==> config.mk <==
export PLATFORM = sky130hd
export DESIGN_NAME = tictactoe_move_ctrl_flat
export DESIGN_NICKNAME = d
export VERILOG_FILES = /design/src/rtl/tictactoe_move_ctrl_if.sv /design/src/rtl/tictactoe_move_ctrl.sv /design/src/flat_wrapper.sv
export SDC_FILE = /design/constraint.sdc
export NUM_CORES = 1
export LEC_CHECK = 0
export CAP_MARGIN = 10
export CORE_MARGIN = 4
export CORE_UTILIZATION = 50
export DETAILED_ROUTE_END_ITERATION = 7
export PLACE_DENSITY = 0.78
export SYNTH_ARGS = -nofsm -noshare
export SYNTH_HDL_FRONTEND = slang
export SYNTH_SLANG_ARGS = --single-unit
==> constraint.sdc <==
create_clock -name clk -period 2.3 [get_ports clk]
set_clock_uncertainty 0.2 [all_clocks]
set_input_delay 0.575 -clock clk [delete_from_list [all_inputs] [get_ports clk]]
set_output_delay 0.575 -clock clk [all_outputs]
set_load 0.05 [all_outputs]
==> src/rtl/tictactoe_move_ctrl_if.sv <==
// Bundle of player controls, checker feedback and board/status outputs
// between the move controller and its environment.
interface tictactoe_move_ctrl_if #(
    parameter int SCORE_W = 4
);
    logic               btn_move;
    logic [3:0]         sw_addr;
    logic               new_game;
    logic               win_x;
    logic               win_o;
    logic               full;
    logic               error;
    logic [0:8]         x;
    logic [0:8]         o;
    logic               turn;
    logic               move_ack;
    logic               move_reject;
    logic               game_over;
    logic               fault;
    logic [SCORE_W-1:0] score_x;
    logic [SCORE_W-1:0] score_o;

    modport master (
        output btn_move, sw_addr, new_game, win_x, win_o, full, error,
        input  x, o, turn, move_ack, move_reject, game_over, fault, score_x, score_o
    );

    modport slave (
        input  btn_move, sw_addr, new_game, win_x, win_o, full, error,
        output x, o, turn, move_ack, move_reject, game_over, fault, score_x, score_o
    );
endinterface

==> src/rtl/tictactoe_move_ctrl.sv <==
// Move controller: debounces the move button, writes legal moves into the X/O
// boards, reads back the checker verdict and keeps saturating win scores.
module tictactoe_move_ctrl #(
    parameter int FIRST_PLAYER    = 0,
    parameter int DEBOUNCE_CYCLES = 4,
    parameter int SCORE_W         = 4
) (
    input  logic                  clk,
    input  logic                  rst_n,
    tictactoe_move_ctrl_if.slave  bus
);
    localparam int CNT_W = $clog2(DEBOUNCE_CYCLES + 1);
    localparam logic [CNT_W-1:0]   CNT_MAX   = CNT_W'(DEBOUNCE_CYCLES);
    localparam logic [SCORE_W-1:0] SCORE_MAX = {SCORE_W{1'b1}};
    localparam logic               FIRST_P   = 1'(FIRST_PLAYER);

    typedef enum logic [1:0] {
        PLAY  = 2'd0,
        CHECK = 2'd1,
        OVER  = 2'd2
    } state_t;

    state_t             state_r, state_s;
    logic [1:0]         sync_r;
    logic [CNT_W-1:0]   cnt_r;
    logic               deb_r, deb_d_r;
    logic               move_req_s;
    logic [0:8]         sel_s;
    logic               legal_s;
    logic [0:8]         x_r, x_s, o_r, o_s;
    logic               turn_r, turn_s;
    logic               ack_r, ack_s, rej_r, rej_s;
    logic               fault_r, fault_s;
    logic               game_over_r;
    logic [SCORE_W-1:0] score_x_r, score_x_s, score_o_r, score_o_s;

    // Synchronizer and debounce counter producing a clean button level.
    always_ff @(posedge clk or negedge rst_n) begin
        if (!rst_n) begin
            sync_r  <= 2'b00;
            cnt_r   <= '0;
            deb_r   <= 1'b0;
            deb_d_r <= 1'b0;
        end else begin
            sync_r  <= {sync_r[0], bus.btn_move};
            deb_d_r <= deb_r;
            if (!sync_r[1]) begin
                cnt_r <= '0;
                deb_r <= 1'b0;
            end else if (cnt_r != CNT_MAX) begin
                cnt_r <= cnt_r + CNT_W'(1);
                deb_r <= (cnt_r == CNT_MAX - CNT_W'(1));
            end else begin
                deb_r <= 1'b1;
            end
        end
    end

    assign move_req_s = deb_r & ~deb_d_r;

    // Cell decode and legality of the addressed cell.
    always_comb begin
        sel_s = 9'b0;
        for (int i = 0; i < 9; i++) begin
            sel_s[i] = (bus.sw_addr == 4'(i));
        end
        legal_s = (bus.sw_addr <= 4'd8) && ((sel_s & (x_r | o_r)) == 9'b0);
    end

    // Next-state logic for game flow, boards, pulses and scores.
    always_comb begin
        state_s   = state_r;
        x_s       = x_r;
        o_s       = o_r;
        turn_s    = turn_r;
        ack_s     = 1'b0;
        rej_s     = 1'b0;
        fault_s   = fault_r;
        score_x_s = score_x_r;
        score_o_s = score_o_r;
        if (bus.new_game) begin
            state_s = PLAY;
            x_s     = 9'b0;
            o_s     = 9'b0;
            turn_s  = FIRST_P;
            fault_s = 1'b0;
        end else begin
            case (state_r)
                PLAY: begin
                    if (move_req_s && legal_s) begin
                        if (turn_r) begin
                            o_s = o_r | sel_s;
                        end else begin
                            x_s = x_r | sel_s;
                        end
                        ack_s   = 1'b1;
                        state_s = CHECK;
                    end else if (move_req_s) begin
                        rej_s = 1'b1;
                    end else begin
                        state_s = PLAY;
                    end
                end
                // Requests during the verdict cycle are dropped on purpose.
                CHECK: begin
                    if (bus.error) begin
                        fault_s = 1'b1;
                        state_s = OVER;
                    end else if (bus.win_x) begin
                        if (score_x_r != SCORE_MAX) begin
                            score_x_s = score_x_r + SCORE_W'(1);
                        end else begin
                            score_x_s = score_x_r;
                        end
                        state_s = OVER;
                    end else if (bus.win_o) begin
                        if (score_o_r != SCORE_MAX) begin
                            score_o_s = score_o_r + SCORE_W'(1);
                        end else begin
                            score_o_s = score_o_r;
                        end
                        state_s = OVER;
                    end else if (bus.full) begin
                        state_s = OVER;
                    end else begin
                        turn_s  = ~turn_r;
                        state_s = PLAY;
                    end
                end
                OVER: begin
                    if (move_req_s) begin
                        rej_s = 1'b1;
                    end else begin
                        rej_s = 1'b0;
                    end
                end
                default: begin
                    state_s = PLAY;
                end
            endcase
        end
    end

    // Game state and output registers.
    always_ff @(posedge clk or negedge rst_n) begin
        if (!rst_n) begin
            state_r     <= PLAY;
            x_r         <= 9'b0;
            o_r         <= 9'b0;
            turn_r      <= FIRST_P;
            ack_r       <= 1'b0;
            rej_r       <= 1'b0;
            fault_r     <= 1'b0;
            game_over_r <= 1'b0;
            score_x_r   <= '0;
            score_o_r   <= '0;
        end else begin
            state_r     <= state_s;
            x_r         <= x_s;
            o_r         <= o_s;
            turn_r      <= turn_s;
            ack_r       <= ack_s;
            rej_r       <= rej_s;
            fault_r     <= fault_s;
            game_over_r <= (state_s == OVER);
            score_x_r   <= score_x_s;
            score_o_r   <= score_o_s;
        end
    end

    assign bus.x           = x_r;
    assign bus.o           = o_r;
    assign bus.turn        = turn_r;
    assign bus.move_ack    = ack_r;
    assign bus.move_reject = rej_r;
    assign bus.game_over   = game_over_r;
    assign bus.fault       = fault_r;
    assign bus.score_x     = score_x_r;
    assign bus.score_o     = score_o_r;
endmodule

==> src/flat_wrapper.sv <==
// flat-port wrapper written by rule: the top's interface ports become plain ports
module tictactoe_move_ctrl_flat 
#(
    parameter int FIRST_PLAYER    = 0,
    parameter int DEBOUNCE_CYCLES = 4,
    parameter int SCORE_W         = 4
)
  (clk, rst_n, bus_btn_move, bus_sw_addr, bus_new_game, bus_win_x, bus_win_o, bus_full, bus_error, bus_x, bus_o, bus_turn, bus_move_ack, bus_move_reject, bus_game_over, bus_fault, bus_score_x, bus_score_o);
  tictactoe_move_ctrl_if #(.SCORE_W(SCORE_W)) bus_i ();
  input  logic clk;
  input  logic rst_n;
  input wire logic [$bits(bus_i.btn_move)-1:0] bus_btn_move;
  input wire logic [$bits(bus_i.sw_addr)-1:0] bus_sw_addr;
  input wire logic [$bits(bus_i.new_game)-1:0] bus_new_game;
  input wire logic [$bits(bus_i.win_x)-1:0] bus_win_x;
  input wire logic [$bits(bus_i.win_o)-1:0] bus_win_o;
  input wire logic [$bits(bus_i.full)-1:0] bus_full;
  input wire logic [$bits(bus_i.error)-1:0] bus_error;
  output wire logic [$bits(bus_i.x)-1:0] bus_x;
  output wire logic [$bits(bus_i.o)-1:0] bus_o;
  output wire logic [$bits(bus_i.turn)-1:0] bus_turn;
  output wire logic [$bits(bus_i.move_ack)-1:0] bus_move_ack;
  output wire logic [$bits(bus_i.move_reject)-1:0] bus_move_reject;
  output wire logic [$bits(bus_i.game_over)-1:0] bus_game_over;
  output wire logic [$bits(bus_i.fault)-1:0] bus_fault;
  output wire logic [$bits(bus_i.score_x)-1:0] bus_score_x;
  output wire logic [$bits(bus_i.score_o)-1:0] bus_score_o;
  assign bus_i.btn_move = bus_btn_move;
  assign bus_i.sw_addr = bus_sw_addr;
  assign bus_i.new_game = bus_new_game;
  assign bus_i.win_x = bus_win_x;
  assign bus_i.win_o = bus_win_o;
  assign bus_i.full = bus_full;
  assign bus_i.error = bus_error;
  assign bus_x = bus_i.x;
  assign bus_o = bus_i.o;
  assign bus_turn = bus_i.turn;
  assign bus_move_ack = bus_i.move_ack;
  assign bus_move_reject = bus_i.move_reject;
  assign bus_game_over = bus_i.game_over;
  assign bus_fault = bus_i.fault;
  assign bus_score_x = bus_i.score_x;
  assign bus_score_o = bus_i.score_o;
  tictactoe_move_ctrl #(.FIRST_PLAYER(FIRST_PLAYER), .DEBOUNCE_CYCLES(DEBOUNCE_CYCLES), .SCORE_W(SCORE_W)) u_core (.clk(clk), .rst_n(rst_n), .bus(bus_i));
endmodule
==> impl_metrics.xml, run 1 <==
<?xml version="1.0" encoding="UTF-8"?>
<metrics>
  <group name="timing">
    <metric name="timing.slew.headroom" unit="%">65.3</metric>
    <metric name="layout_min_cycle_time" unit="ps">2230</metric>
    <metric name="worst_slew_pin_slew" unit="ps">518</metric>
    <metric name="final-setup-viol-count" unit="">0</metric>
    <metric name="final-max-slew-violation-count" unit="">0</metric>
    <metric name="hold_viol_final" unit="">0</metric>
    <metric name="layout_setup_ws" unit="ps">71.1</metric>
    <metric name="finalCritPeriodShare" unit="%">96.9</metric>
    <metric name="maxClockFrequency" unit="GHz">0.449</metric>
    <metric name="setup_repair_after_global_routing_missed_its_margin" unit="">no</metric>
  </group>
  <group name="synth">
    <metric name="synth.cell_area" unit="mm2">0.00194</metric>
    <metric name="combinational_family_with_the_most_area_after_synthesis" unit="">simple AND/OR/NAND/NOR gates</metric>
    <metric name="post_synthesis_net_count" unit="">194</metric>
    <metric name="post_synth_mux_area_share" unit="%">1.16</metric>
    <metric name="syn-mean-instance-area" unit="um2">10.9</metric>
    <metric name="ys_seq_elements" unit="">40</metric>
    <metric name="synth_flop_type" unit="">dfrtp_1</metric>
    <metric name="total_of_warnings_raised_by_yosys" unit="">0</metric>
    <metric name="ys_seq_area_share" unit="%">51.7</metric>
    <metric name="synthAdderAreaFrac" unit="%">2.59</metric>
    <metric name="synth-edff-count" unit="">0</metric>
    <metric name="synth-compound-area-share" unit="%">14.8</metric>
    <metric name="synthDistinctLibCells" unit="">46</metric>
    <metric name="synth_xor_xnor_area_share" unit="%">3.62</metric>
    <metric name="synthSimpleGateAreaFrac" unit="%">23.5</metric>
    <metric name="synth_cells" unit="">178</metric>
    <metric name="async_flop_share" unit="%">100</metric>
  </group>
  <group name="floorplanning">
    <metric name="die_h" unit="um">70.2</metric>
    <metric name="dieArea" unit="mm2">0.00493</metric>
    <metric name="rows" unit="">22</metric>
    <metric name="start_util" unit="%">52.5</metric>
    <metric name="core-area" unit="mm2">0.00369</metric>
    <metric name="fp.dieW" unit="um">70.2</metric>
    <metric name="io_pins" unit="">43</metric>
  </group>
  <group name="worst_setup_path">
    <metric name="worst-endpoint-required" unit="ps">1520</metric>
    <metric name="worst_ep_arrival_time" unit="ps">1450</metric>
    <metric name="setup.worst_path.end_class" unit="">output pin</metric>
    <metric name="path_buf_inv" unit="">1</metric>
    <metric name="cpPeakStageDelay" unit="ps">810</metric>
    <metric name="cpLargestDelayFamily" unit="">buffers and inverters</metric>
    <metric name="worst-setup-path-type" unit="">flip-flop to output pin</metric>
    <metric name="critPathSlowestCell" unit="">clkdlybuf4s50_1</metric>
    <metric name="worstSetupStartpointType" unit="">flip-flop</metric>
    <metric name="worstPathCellList" unit="">clkdlybuf4s50_1</metric>
    <metric name="worst-path-max-fanout" unit="">1</metric>
  </group>
  <group name="routing">
    <metric name="first_iter_violations" unit="">152</metric>
    <metric name="detail_route.wirelength" unit="um">4940</metric>
    <metric name="final_antenna_net_count" unit="">0</metric>
    <metric name="post_drt_wl_per_cell" unit="um">16.9</metric>
    <metric name="drc_errors" unit="">0</metric>
    <metric name="viasPerCell" unit="">5.80</metric>
    <metric name="vias" unit="">1693</metric>
    <metric name="dr.pass1.iters" unit="">4</metric>
  </group>
  <group name="clocking">
    <metric name="clock_latency" unit="ps">300</metric>
    <metric name="tritoncts" unit="">done</metric>
    <metric name="cts_max_path_buffers" unit="">2</metric>
    <metric name="number_of_buffers_added_by_the_clock_tree_synthesis_step" unit="">5</metric>
    <metric name="clock-root-buffer" unit="">clkbuf_8</metric>
    <metric name="postCtsHoldBufs" unit="">0</metric>
    <metric name="cts-htree-levels" unit="">2</metric>
    <metric name="cts.clk_slew.worst_paths" unit="ps">80</metric>
    <metric name="clock_sink_count" unit="">40</metric>
  </group>
  <group name="final_layout">
    <metric name="final_cell_count_no_fill" unit="">292</metric>
    <metric name="syn_to_final_growth" unit="%">34.4</metric>
    <metric name="final_util" unit="%">70.5</metric>
    <metric name="fin_nets" unit="">259</metric>
    <metric name="drive_above_1_share" unit="%">30.3</metric>
    <metric name="number_of_antenna_cells_inserted" unit="">0</metric>
    <metric name="final.fill_count" unit="">282</metric>
  </group>
  <group name="placement">
    <metric name="place.port_buffers" unit="">42</metric>
    <metric name="dpl.cell_count" unit="">283</metric>
    <metric name="place_worst_setup_slack" unit="ps">-351</metric>
    <metric name="finalWeightedCongestion" unit="">0.898</metric>
    <metric name="dp.final_hpwl" unit="um">3610</metric>
  </group>
  <group name="status">
    <metric name="outcome" unit="">complete, no violations</metric>
  </group>
  <group name="power">
    <metric name="fin_total_pwr" unit="W">0.00141</metric>
    <metric name="worst_ir_drop_vdd" unit="uV">430</metric>
    <metric name="power_per_cell_area" unit="mW/mm2">543</metric>
    <metric name="static-leakage-power" unit="nW">1.25</metric>
  </group>
  <group name="global_routing">
    <metric name="grt_antenna_before_repair" unit="">0</metric>
    <metric name="gr-total-overflow" unit="">0</metric>
    <metric name="grt_use_total" unit="%">21.5</metric>
    <metric name="maximum_number_of_pins_on_one_net_before_global_route_repair" unit="">41</metric>
    <metric name="grt_pass1_vias" unit="">1718</metric>
    <metric name="grt_first_pass_wirelength" unit="um">8450</metric>
  </group>
  <group name="min_path">
    <metric name="hold_class" unit="">input port to async pin</metric>
  </group>
  <group name="job">
    <metric name="cap_violations" unit="">0</metric>
  </group>
</metrics>
state kept, by name (all words and copies together) (netlist names):
register and flops:
u_core.bus.move_ack 1, u_core.bus.score_x 4, u_core.bus.score_o 4, u_core.bus.o 9, u_core.deb_d_r 1, u_core.bus.move_reject 1, u_core.sync_r 2, u_core.cnt_r 3
u_core.deb_r 1, u_core.state_r 2, u_core.bus.game_over 1, u_core.bus.turn 1, u_core.bus.x 9, u_core.bus.fault 1
final cells by class:
| class | instances | area, um2 | area share, % |
|---|---|---|---|
| Sequential cell | 40 | 1000 | 38.5 |
| Multi-Input combinational cell | 126 | 912 | 35.1 |
| Timing Repair Buffer | 62 | 504 | 19.4 |
| Clock buffer | 7 | 86.3 | 3.32 |
| Tap cell | 48 | 60.1 | 2.31 |
| Inverter | 8 | 30.0 | 1.15 |
| Clock inverter | 1 | 7.51 | 0.289 |
cell usage in the layout (no fill, tap or decap), types with 2 or more instances in the layout:
| cell type | synthesis | routed |
|---|---|---|
| nor4b_1 | 4 | 4 |
| clkbuf_8 | 0 | 6 |
| a41oi_1 | 4 | 4 |
| o32ai_1 | 2 | 2 |
| nand3_1 | 4 | 4 |
| xor2_1 | 2 | 2 |
| nor2b_1 | 3 | 3 |
| clkdlybuf4s50_1 | 0 | 10 |
| or2_2 | 2 | 2 |
| or4b_4 | 2 | 2 |
| o22ai_1 | 4 | 4 |
| mux2_2 | 2 | 2 |
| nand2_1 | 9 | 9 |
| o41ai_2 | 0 | 2 |
| buf_4 | 0 | 47 |
| nand2b_1 | 11 | 10 |
| a31oi_1 | 6 | 6 |
| or4b_1 | 2 | 2 |
| nand4_1 | 2 | 2 |
| o41ai_1 | 5 | 3 |
| xnor2_1 | 6 | 6 |
| a21boi_0 | 2 | 2 |
| dlymetal6s2s_1 | 0 | 3 |
| nor3_4 | 2 | 2 |
| o221a_2 | 3 | 3 |
| nor2_1 | 22 | 22 |
| a21oi_1 | 3 | 3 |
| inv_1 | 8 | 8 |
| dfrtp_1 | 40 | 40 |
| ha_1 | 4 | 4 |
cell usage after synthesis (3+ instances only):
| library cell | instances | area share, % |
|---|---|---|
| clkbuf_1 | 3 | 0.58 |
| dfrtp_1 | 40 | 52 |
| a21oi_1 | 3 | 0.78 |
| o22ai_1 | 4 | 1.3 |
| inv_1 | 8 | 1.6 |
| a41oi_1 | 4 | 1.8 |
| nor2b_1 | 3 | 0.97 |
| nand3_1 | 4 | 1.0 |
| nor4b_1 | 4 | 1.8 |
| o41ai_1 | 5 | 2.3 |
| nand2_1 | 9 | 1.7 |
| a31oi_1 | 6 | 1.9 |
| nor2_1 | 22 | 4.3 |
| nand2b_1 | 11 | 3.6 |
| ha_1 | 4 | 2.6 |
| xnor2_1 | 6 | 2.7 |
| o221a_2 | 3 | 1.7 |
logic make-up after synthesis:
group | Yosys count
simple gates | 74
mux | 2
flops | 40
compound gates | 37
buf+inv | 13
xor+xnor | 8
fa+ha+maj | 4
worst paths after layout:
kind	startpoint	slack [ps]	end	cells past startpoint
max	u_core.bus.move_reject	70	bus_move_reject	1
min	rst_n	130	u_core.bus.score_o[0]	2
max reg2reg	u_core.state_r[0]	220	u_core.bus.o[5]	4
min reg2reg	u_core.sync_r[0]	160	u_core.sync_r[1]	0
max in group asynchronous	rst_n	1430	u_core.bus.o[6]	2
min in group clk	u_core.sync_r[0]	160	u_core.sync_r[1]	0
per-layer routing:
metal	share of wire [%]	GRT usage, %	up-vias
met2	52	35.8	61
met5	0	0	-
met4	1.6	7.66	0
li1	-	-	792
met3	5.6	5.47	8
met1	41	27.0	832
per-stage QoR:
stage | hold slack [ps] | instance area [um2] | setup TNS [ps]
final | 126 | 2600 | 0
after global routing | 162 | 2600 | 0
after CTS | 142 | 2570 | 0
after detailed placement | 138 | 2470 | -4060
after global placement | 143 | 2470 | -2740
after floorplan | 79.4 | 1940 | 0
repair_timing:
action,CTS,global route
buffers inserted,0,0
pin swaps,0,2
cloned,0,1
gates resized for setup,2,6
endpoints found under the hold margin,0,0
setup endpoints to repair,5,8
report_power, final:
group          switching [W]  internal [W]
registers          0.0000146      0.000720
logic               0.000113     0.0000776
clock network       0.000245      0.000244
Note: power is estimated with default switching activity, not from simulation.
==> run 2: changes to the inputs <==
CORE_UTILIZATION = 60   (was 50)
DONT_BUFFER_PORTS = 1   (was not set)
PLACE_DENSITY = 0.75   (was 0.78)
==> impl_metrics.xml, run 2 (synthesis results as in run 1) <==
<?xml version="1.0" encoding="UTF-8"?>
<metrics>
  <group name="placement">
    <metric name="place.port_buffers" unit="">0</metric>
    <metric name="place_worst_setup_slack" unit="ps">234</metric>
    <metric name="dp.final_hpwl" unit="um">3030</metric>
    <metric name="finalWeightedCongestion" unit="">0.897</metric>
    <metric name="dpl.cell_count" unit="">239</metric>
  </group>
  <group name="final_layout">
    <metric name="syn_to_final_growth" unit="%">16.7</metric>
    <metric name="drive_above_1_share" unit="%">22.4</metric>
    <metric name="fin_nets" unit="">220</metric>
    <metric name="number_of_antenna_cells_inserted" unit="">0</metric>
    <metric name="most_frequent_standard_cell_in_the_layout_excluding_fill_and_tap_cells" unit="">dfrtp_1</metric>
    <metric name="final_cell_count_no_fill" unit="">249</metric>
    <metric name="layout.cells.most_common_list" unit="">40 x dfrtp_1, 22 x nor2_1, 22 x buf_4</metric>
  </group>
  <group name="routing">
    <metric name="dr.pass1.iters" unit="">4</metric>
    <metric name="drc_errors" unit="">0</metric>
    <metric name="vias" unit="">1517</metric>
    <metric name="detail_route.wirelength" unit="um">4250</metric>
    <metric name="first_iter_violations" unit="">126</metric>
    <metric name="post_drt_wl_per_cell" unit="um">17.1</metric>
    <metric name="viasPerCell" unit="">6.09</metric>
    <metric name="final_antenna_net_count" unit="">0</metric>
  </group>
  <group name="timing">
    <metric name="layout_setup_ws" unit="ps">225</metric>
    <metric name="hold_viol_final" unit="">0</metric>
    <metric name="final-max-slew-violation-count" unit="">0</metric>
    <metric name="finalCritPeriodShare" unit="%">90.2</metric>
    <metric name="final-setup-viol-count" unit="">0</metric>
    <metric name="worst_slew_pin_slew" unit="ps">580</metric>
    <metric name="timing.slew.headroom" unit="%">61.3</metric>
    <metric name="layout_min_cycle_time" unit="ps">2070</metric>
    <metric name="setup-tns-final" unit="ps">0</metric>
    <metric name="maxClockFrequency" unit="GHz">0.482</metric>
    <metric name="setup_repair_after_global_routing_missed_its_margin" unit="">no</metric>
    <metric name="worst_hold_margin" unit="ps">52.7</metric>
  </group>
  <group name="global_routing">
    <metric name="grt_pass1_vias" unit="">1471</metric>
    <metric name="grt_antenna_before_repair" unit="">0</metric>
    <metric name="grt_first_pass_wirelength" unit="um">7060</metric>
    <metric name="gr-total-overflow" unit="">0</metric>
    <metric name="grt_use_total" unit="%">21.9</metric>
    <metric name="maximum_number_of_pins_on_one_net_before_global_route_repair" unit="">41</metric>
  </group>
  <group name="worst_setup_path">
    <metric name="worstPathCellList" unit="">or4b_4, nor2_8, or4b_1, o22ai_1</metric>
    <metric name="setup.worst_path.end_class" unit="">flip-flop</metric>
    <metric name="cpLargestDelayFamily" unit="">simple AND/OR/NAND/NOR gates</metric>
    <metric name="regToRegEndpoint" unit="">u_core.bus.o[5]</metric>
    <metric name="cpPeakStageDelay" unit="ps">600</metric>
    <metric name="setup.worst_path.end" unit="">u_core.bus.o[5]</metric>
    <metric name="worst-endpoint-required" unit="ps">2370</metric>
    <metric name="reg2reg_slack" unit="ps">230</metric>
    <metric name="path_buf_inv" unit="">0</metric>
    <metric name="cp.depth" unit="">4</metric>
    <metric name="critPathSlowestCell" unit="">or4b_4</metric>
    <metric name="startpoint" unit="">u_core.state_r[0]</metric>
    <metric name="worst-path-max-fanout" unit="">9</metric>
    <metric name="worstRegToRegCells" unit="">4</metric>
    <metric name="worstSetupStartpointType" unit="">flip-flop</metric>
    <metric name="worst_ep_arrival_time" unit="ps">2140</metric>
    <metric name="reg2reg_from" unit="">u_core.state_r[0]</metric>
    <metric name="worst-setup-path-type" unit="">flip-flop to flip-flop</metric>
  </group>
  <group name="power">
    <metric name="worst_ir_drop_vdd" unit="uV">485</metric>
    <metric name="fin_total_pwr" unit="W">0.00138</metric>
    <metric name="power_per_cell_area" unit="mW/mm2">612</metric>
    <metric name="static-leakage-power" unit="nW">1.04</metric>
  </group>
  <group name="clocking">
    <metric name="number_of_buffers_added_by_the_clock_tree_synthesis_step" unit="">5</metric>
    <metric name="clock_sink_count" unit="">40</metric>
    <metric name="cts.repair_timing.setup_buffer_count" unit="">0</metric>
    <metric name="tritoncts" unit="">done</metric>
    <metric name="cts-htree-levels" unit="">2</metric>
    <metric name="clock_latency" unit="ps">360</metric>
    <metric name="clock-root-buffer" unit="">clkbuf_4</metric>
    <metric name="cts_max_path_buffers" unit="">2</metric>
    <metric name="cts.clk_slew.worst_paths" unit="ps">110</metric>
  </group>
  <group name="job">
    <metric name="cap_violations" unit="">0</metric>
  </group>
  <group name="floorplanning">
    <metric name="io_pins" unit="">43</metric>
    <metric name="fp.dieW" unit="um">64.8</metric>
    <metric name="rows" unit="">20</metric>
    <metric name="die_h" unit="um">64.8</metric>
    <metric name="start_util" unit="%">62.9</metric>
    <metric name="core-area" unit="mm2">0.00308</metric>
    <metric name="dieArea" unit="mm2">0.00420</metric>
  </group>
  <group name="min_path">
    <metric name="hold_path_depth" unit="">0</metric>
    <metric name="min-delay-start" unit="">bus_btn_move</metric>
    <metric name="hold_class" unit="">input port to flip-flop</metric>
  </group>
  <group name="status">
    <metric name="outcome" unit="">complete, no violations</metric>
  </group>
</metrics>
==> run 2: how the worst min path moves through the flow <==
stage | endpoint | slack, ps
after floorplan | u_core.bus.fault | 80
after global placement | u_core.bus.x[8] | 80
after detailed placement | u_core.bus.o[8] | 80
after CTS | u_core.sync_r[0] | 30
after global routing | u_core.sync_r[0] | 20
final | u_core.sync_r[0] | 50
==> run 2: what timing repair did <==
action,in CTS,in global routing
hold endpoints to repair,40,0
hold buffers,2,0
gates resized for setup,0,0
==> run 2: per-stage QoR <==
stage | util (%) | instance area, um2
6_report | 73.4 | 2260
5_1_grt | 73.4 | 2260
4_1_cts | 73.4 | 2260
3_5_place_dp | 69.3 | 2130
3_3_place_gp | 69.3 | 2130
2_1_floorplan | - | 1940
==> run 2: cell type report <==
class	instances	area (um2)
Sequential cell	40	1000
Tap cell	44	55.1
Inverter	8	30.0
Clock buffer	7	65.1
Multi-Input combinational cell	125	883
Fill cell	225	818
Clock inverter	1	30.0
Timing Repair Buffer	24	195
==> run 2: layer usage <==
layer	global-route usage, %	part of all wire, %	vias up
li1	-	-	697
met1	27.5	41	751
met2	34.7	50	63
met3	8.15	7.6	6
met4	7.92	1.4	0
met5	0	0	-
==> run 2: report_power, final <==
group | internal, W | total, W | leakage (nW) | switching [W]
Combinational | 0.0000486 | 0.000129 | 0.441 | 0.0000801
Clock | 0.000288 | 0.000516 | 0.0515 | 0.000228
Sequential | 0.000720 | 0.000737 | 0.551 | 0.0000173
Total | 0.00106 | 0.00138 | 1.04 | 0.000325
==> run 2: worst register-to-register path, delay by kind of cell (launching register included) <==
| kind | cells | cell delay [ps] |
|---|---|---|
| flip-flops | 1 | 430 |
| AND/OR/NAND/NOR | 3 | 1230 |
| AO/OA/AOI/OAI | 1 | 140 |
